$ cat config.mk
export PLATFORM = sky130hd
export DESIGN_NAME = prio_enc_serialiser
export DESIGN_NICKNAME = d
export VERILOG_FILES = /design/src/rtl/prio_enc_serialiser.sv
export SDC_FILE = /design/constraint.sdc
export NUM_CORES = 1
export LEC_CHECK = 0
export CAP_MARGIN = 20
export CELL_PAD_IN_SITES_DETAIL_PLACEMENT = 1
export CELL_PAD_IN_SITES_GLOBAL_PLACEMENT = 1
export CORE_MARGIN = 5
export CORE_UTILIZATION = 35
export DETAILED_ROUTE_END_ITERATION = 8
export HOLD_SLACK_MARGIN = 0.12
export PLACE_DENSITY = 0.79
export SKIP_LAST_GASP = 1
export SLEW_MARGIN = 20
export SYNTH_ARGS = -nofsm -noshare
export SYNTH_HDL_FRONTEND = slang
export SYNTH_SLANG_ARGS = --single-unit
$ cat constraint.sdc
create_clock -name clk -period 3.2 [get_ports clk]
set_input_delay 0.64 -clock clk [delete_from_list [all_inputs] [get_ports clk]]
set_output_delay 0.64 -clock clk [all_outputs]
set_load 0.01 [all_outputs]
$ cat src/rtl/prio_enc_serialiser.sv
// Priority-encoder serialiser: captures an N-bit request vector, then emits the index
// of each set bit, one per accepted beat, in fixed (MSB-first) or round-robin order.
module prio_enc_serialiser #(
    parameter  int N    = 8,
    parameter  int MODE = 0,
    localparam int W    = $clog2(N)
) (
    input  logic         clk,
    input  logic         rst_n,
    input  logic         in_valid,
    output logic         in_ready,
    input  logic [N-1:0] din,
    output logic         out_valid,
    input  logic         out_ready,
    output logic [W-1:0] dout,
    output logic         out_last
);

    typedef enum logic {IDLE, SERVE} state_t;

    state_t       state_q, state_d;
    logic [N-1:0] pending_q, pending_d;
    logic [W-1:0] ptr_q, ptr_d;
    logic [W-1:0] sel;
    logic         found;
    int           idx;

    // Index selection. With ptr_q = 0 after reset the round-robin search starts at
    // N-1, so both modes agree until the first grant.
    always_comb begin
        sel   = '0;
        found = 1'b0;
        idx   = 0;
        if (MODE == 0) begin
            for (int i = 0; i < N; i++)
                if (pending_q[i]) sel = W'(i);
        end else begin
            for (int k = 1; k <= N; k++) begin
                idx = (int'(ptr_q) + N - k) % N;
                if (!found && pending_q[idx]) begin
                    sel   = W'(idx);
                    found = 1'b1;
                end
            end
        end
    end

    assign in_ready  = (state_q == IDLE);
    assign out_valid = (state_q == SERVE);
    assign dout      = sel;
    // Exactly one bit left means this beat drains the vector.
    assign out_last  = (state_q == SERVE) && (pending_q != '0) &&
                       ((pending_q & (pending_q - 1'b1)) == '0);

    always_comb begin
        state_d   = state_q;
        pending_d = pending_q;
        ptr_d     = ptr_q;
        case (state_q)
            IDLE: begin
                if (in_valid && (din != '0)) begin
                    pending_d = din;
                    state_d   = SERVE;
                end
            end
            SERVE: begin
                if (out_ready) begin
                    pending_d[sel] = 1'b0;
                    if (MODE != 0) ptr_d = sel;
                    if (out_last) state_d = IDLE;
                end
            end
            default: state_d = IDLE;
        endcase
    end

    always_ff @(posedge clk or negedge rst_n) begin
        if (!rst_n) begin
            state_q   <= IDLE;
            pending_q <= '0;
            ptr_q     <= '0;
        end else begin
            state_q   <= state_d;
            pending_q <= pending_d;
            ptr_q     <= ptr_d;
        end
    end

endmodule

==> summary.txt, run 1 <==
Timing
  • RSZ-0062 raised after global routing: no
  • Worst Tran Pin Value: 0.450 ns
  • Period utilisation layout: just under 90%
  • Max_slew headroom: 69.9%
  • Final hold viol count: 0
  • Max Fclk: 354 MHz
  • Fin Clk Skew: 0.00535 ns
  • Setup TNS: 0 ns
  • Hold slack final: 0.642 ns
  • Final setup fails: 0
  • Fin. max-slew vios: 0
  • Minimum clock period: 2.83 ns

Setup path
  • Crit-path max FO: 9
  • Critical Path End Type: output port
  • CP arrival: 2.19 ns
  • Crit path required time: 2.56 ns
  • Worst setup SP type: flip-flop
  • Crit path kind: flip-flop to output port

Layout
  • Nets: ~100
  • Fin util: 48.0%
  • Layout cells sized above 1: 7.69%
  • Layout Area Growth over Synthesis: 33.1%
  • Fillers: 215
  • # diodes: 0
  • Post-Layout Cell Count: 116

Floorplanning
  • Die area: 2700 sq um
  • Starting Density: 36.0%
  • Core Area: 1710 sq um
  • Die Height: 51.9 um
  • # IOs: 18
  • Die W: between 50 and 60 um
  • Row count: 15

Detailed routing
  • Routed wire length: 1990 um
  • WL/cell: 17.1 um
  • 1st-iter DRT viols: 2
  • DRC viols: 0
  • Via count: 659
  • Pre-antenna DRT Iters: 4
  • Post-route ant nets: 0
  • Number of vias per cell: 5.68

Synth
  • Synth Flop Type: dfrtp_1
  • Mapped Cells: 75
  • Sequential share of the synthesized area: about 37%
  • Cell variety after synth: 29
  • Syn Area/Cell: about 8.2 sq um
  • Synth warnings: 0
  • Synth Net Count: 87
  • Synth Cell Area: 616 sq um
  • Synth async-reset ratio: 100%
  • Post-synth EDFFs: 0
  • Yosys reg bits: 9

Pwr
  • Leakage: 0.331 nW
  • Pwr Total: 858 uW
  • Cell Pwr Density: approximately 1000 nW/um^2
  • Maximum vdd drop: 0.000404 V

Placement
  • Routability cong.: 0.845
  • Port bufs: 17
  • Placed insts: roughly 110
  • Hpwl dp: 1490 um

Global route
  • All-Layer GR Usage: 17.2%
  • First-pass GRT wire length: 3260 um
  • Antenna violations before repair: 0
  • Number of global-route vias before repair: 689
  • Largest net degree at the start of global routing: 12
  • GR Overflow Total: 0

Run
  • Max-cap violation count: 0

Clock tree
  • Cts repair resizes: 0
  • CTS Buf Count: 3
  • CTS hold repair buffers: 0
  • Root Buffer: clkbuf_4
  • Sink Count: 9
  • CTS tree: built
  • Insertion delay to the later sink of the worst-skew pair: ~0.28 ns
  • Clk slew on worst S/H paths: 0.07 ns
  • H-tree levels: 1
  • CTS Buffer Depth: 2
  • Post-CTS Setup Bufs: 0

Hold path
  • Hold Path Class: flip-flop to flip-flop

Outcome
  • Outcome: completed
[placed cells by master (no fill, tap or decap), types with 2 or more instances in the layout]
cell              n
buf_4             2
nand2_1           5
nor3_1            3
a22o_1            5
nor4_1            4
or2_2             2
o41ai_1           2
o21ai_0           7
nor2_1            6
a21oi_1           3
clkbuf_4          3
nor2b_1           2
clkdlybuf4s50_1  17
nand3_1           2
dfrtp_1           9
o22ai_1           2
inv_1             4
[cell families (layout without fill, tap and decap cells)]
family / count (synthesis) / after routing / share of synthesized area [%]
AOI/OAI and AO/OA: 27 / 27 / 31.3
buffers and inverters: 11 / 27 / 8.74
DFF: 9 / 9 / 36.6
and+or+nand+nor: 28 / 28 / 23.4
[cells in the mapped netlist (all sizes together), types with 3 or more instances]
cell / count / area share, %
nor2: 6 / 3.7
buf: 5 / 5.1
dfrtp: 9 / 37
o21ai: 7 / 5.7
a21oi: 3 / 2.4
inv: 4 / 2.4
nor3: 3 / 2.4
nor4: 4 / 4.1
nand2: 5 / 3.0
a22o: 5 / 7.1
[flip-flops by register name, summed over array words and instances (netlist names)]
name and count:
out_valid 1, pending_q 8
[per-stage QoR]
step / area, sq um / worst slack (ns)
2_1_floorplan: 616 / 1.26
4_1_cts: 820 / 0.370
3_3_place_gp: 793 / 0.753
5_1_grt: 820 / 0.249
3_5_place_dp: 793 / 0.678
6_report: 820 / 0.375
[cell type report]
cell class | count | area (sq um) | area share [%]
Clock buffer | 4 | 26.3 | 3.21
Tap cell | 25 | 31.3 | 3.82
Inverter | 4 | 15.0 | 1.83
Sequential cell | 9 | 225 | 27.5
Multi-Input combinational cell | 55 | 337 | 41.1
Timing Repair Buffer | 19 | 185 | 22.6
[routing by layer]
layer  vias to the layer above  track usage [%]  wire, um
met5                         -                0         0
met4                         0             11.8        57
met3                         5             2.87        99
met2                        21             27.8       927
met1                       320             20.5       904
li1                        313                -         -
[critical path, cell delays in order, from the launching register on]
cell and delay (ns):
dfrtp_1 0.47, nor4_1 0.34, a211oi_1 0.14, a311oi_1 0.35
clkdlybuf4s50_1 0.60
[path summary, 6_finish.rpt]
kind	from	end	slack (ns)	depth (start not counted)
setup / recovery	pending_q[2]	out_last	0.37	4
hold / removal	pending_q[1]	pending_q[1]	0.64	1
setup reg to reg	pending_q[4]	pending_q[2]	1.34	3
hold reg to reg	pending_q[1]	pending_q[1]	0.64	1
max in group asynchronous	rst_n	pending_q[6]	2.21	1
min in group asynchronous	rst_n	pending_q[3]	0.68	1
[power by group]
group	switching (mW)	internal (mW)	leakage [nW]
sequential	0.107	0.164	0.111
clock	0.0461	0.0484	0.0150
combinational	0.233	0.260	0.205
total	0.386	0.472	0.331
Power figures use the tool's default switching activity.
==> inputs of run 2 (changes only) <==
--- a/config.mk
+++ b/config.mk
@@ -10,6 +10,7 @@
 export CELL_PAD_IN_SITES_GLOBAL_PLACEMENT = 1
 export CORE_MARGIN = 5
 export CORE_UTILIZATION = 35
+export CTS_CLUSTER_SIZE = 28
 export DETAILED_ROUTE_END_ITERATION = 8
 export HOLD_SLACK_MARGIN = 0.12
 export PLACE_DENSITY = 0.79
==> results of run 2 <==
The final DEF is identical to that of run 1; final timing and power are the same.
==> inputs of run 3 (changes only) <==
--- a/config.mk
+++ b/config.mk
@@ -5,6 +5,7 @@
 export SDC_FILE = /design/constraint.sdc
 export NUM_CORES = 1
 export LEC_CHECK = 0
+export ABC_CLOCK_PERIOD_IN_PS = 3200
 export CAP_MARGIN = 20
 export CELL_PAD_IN_SITES_DETAIL_PLACEMENT = 1
 export CELL_PAD_IN_SITES_GLOBAL_PLACEMENT = 1
==> results of run 3 <==
The final DEF is identical to that of run 1; final timing and power are the same.
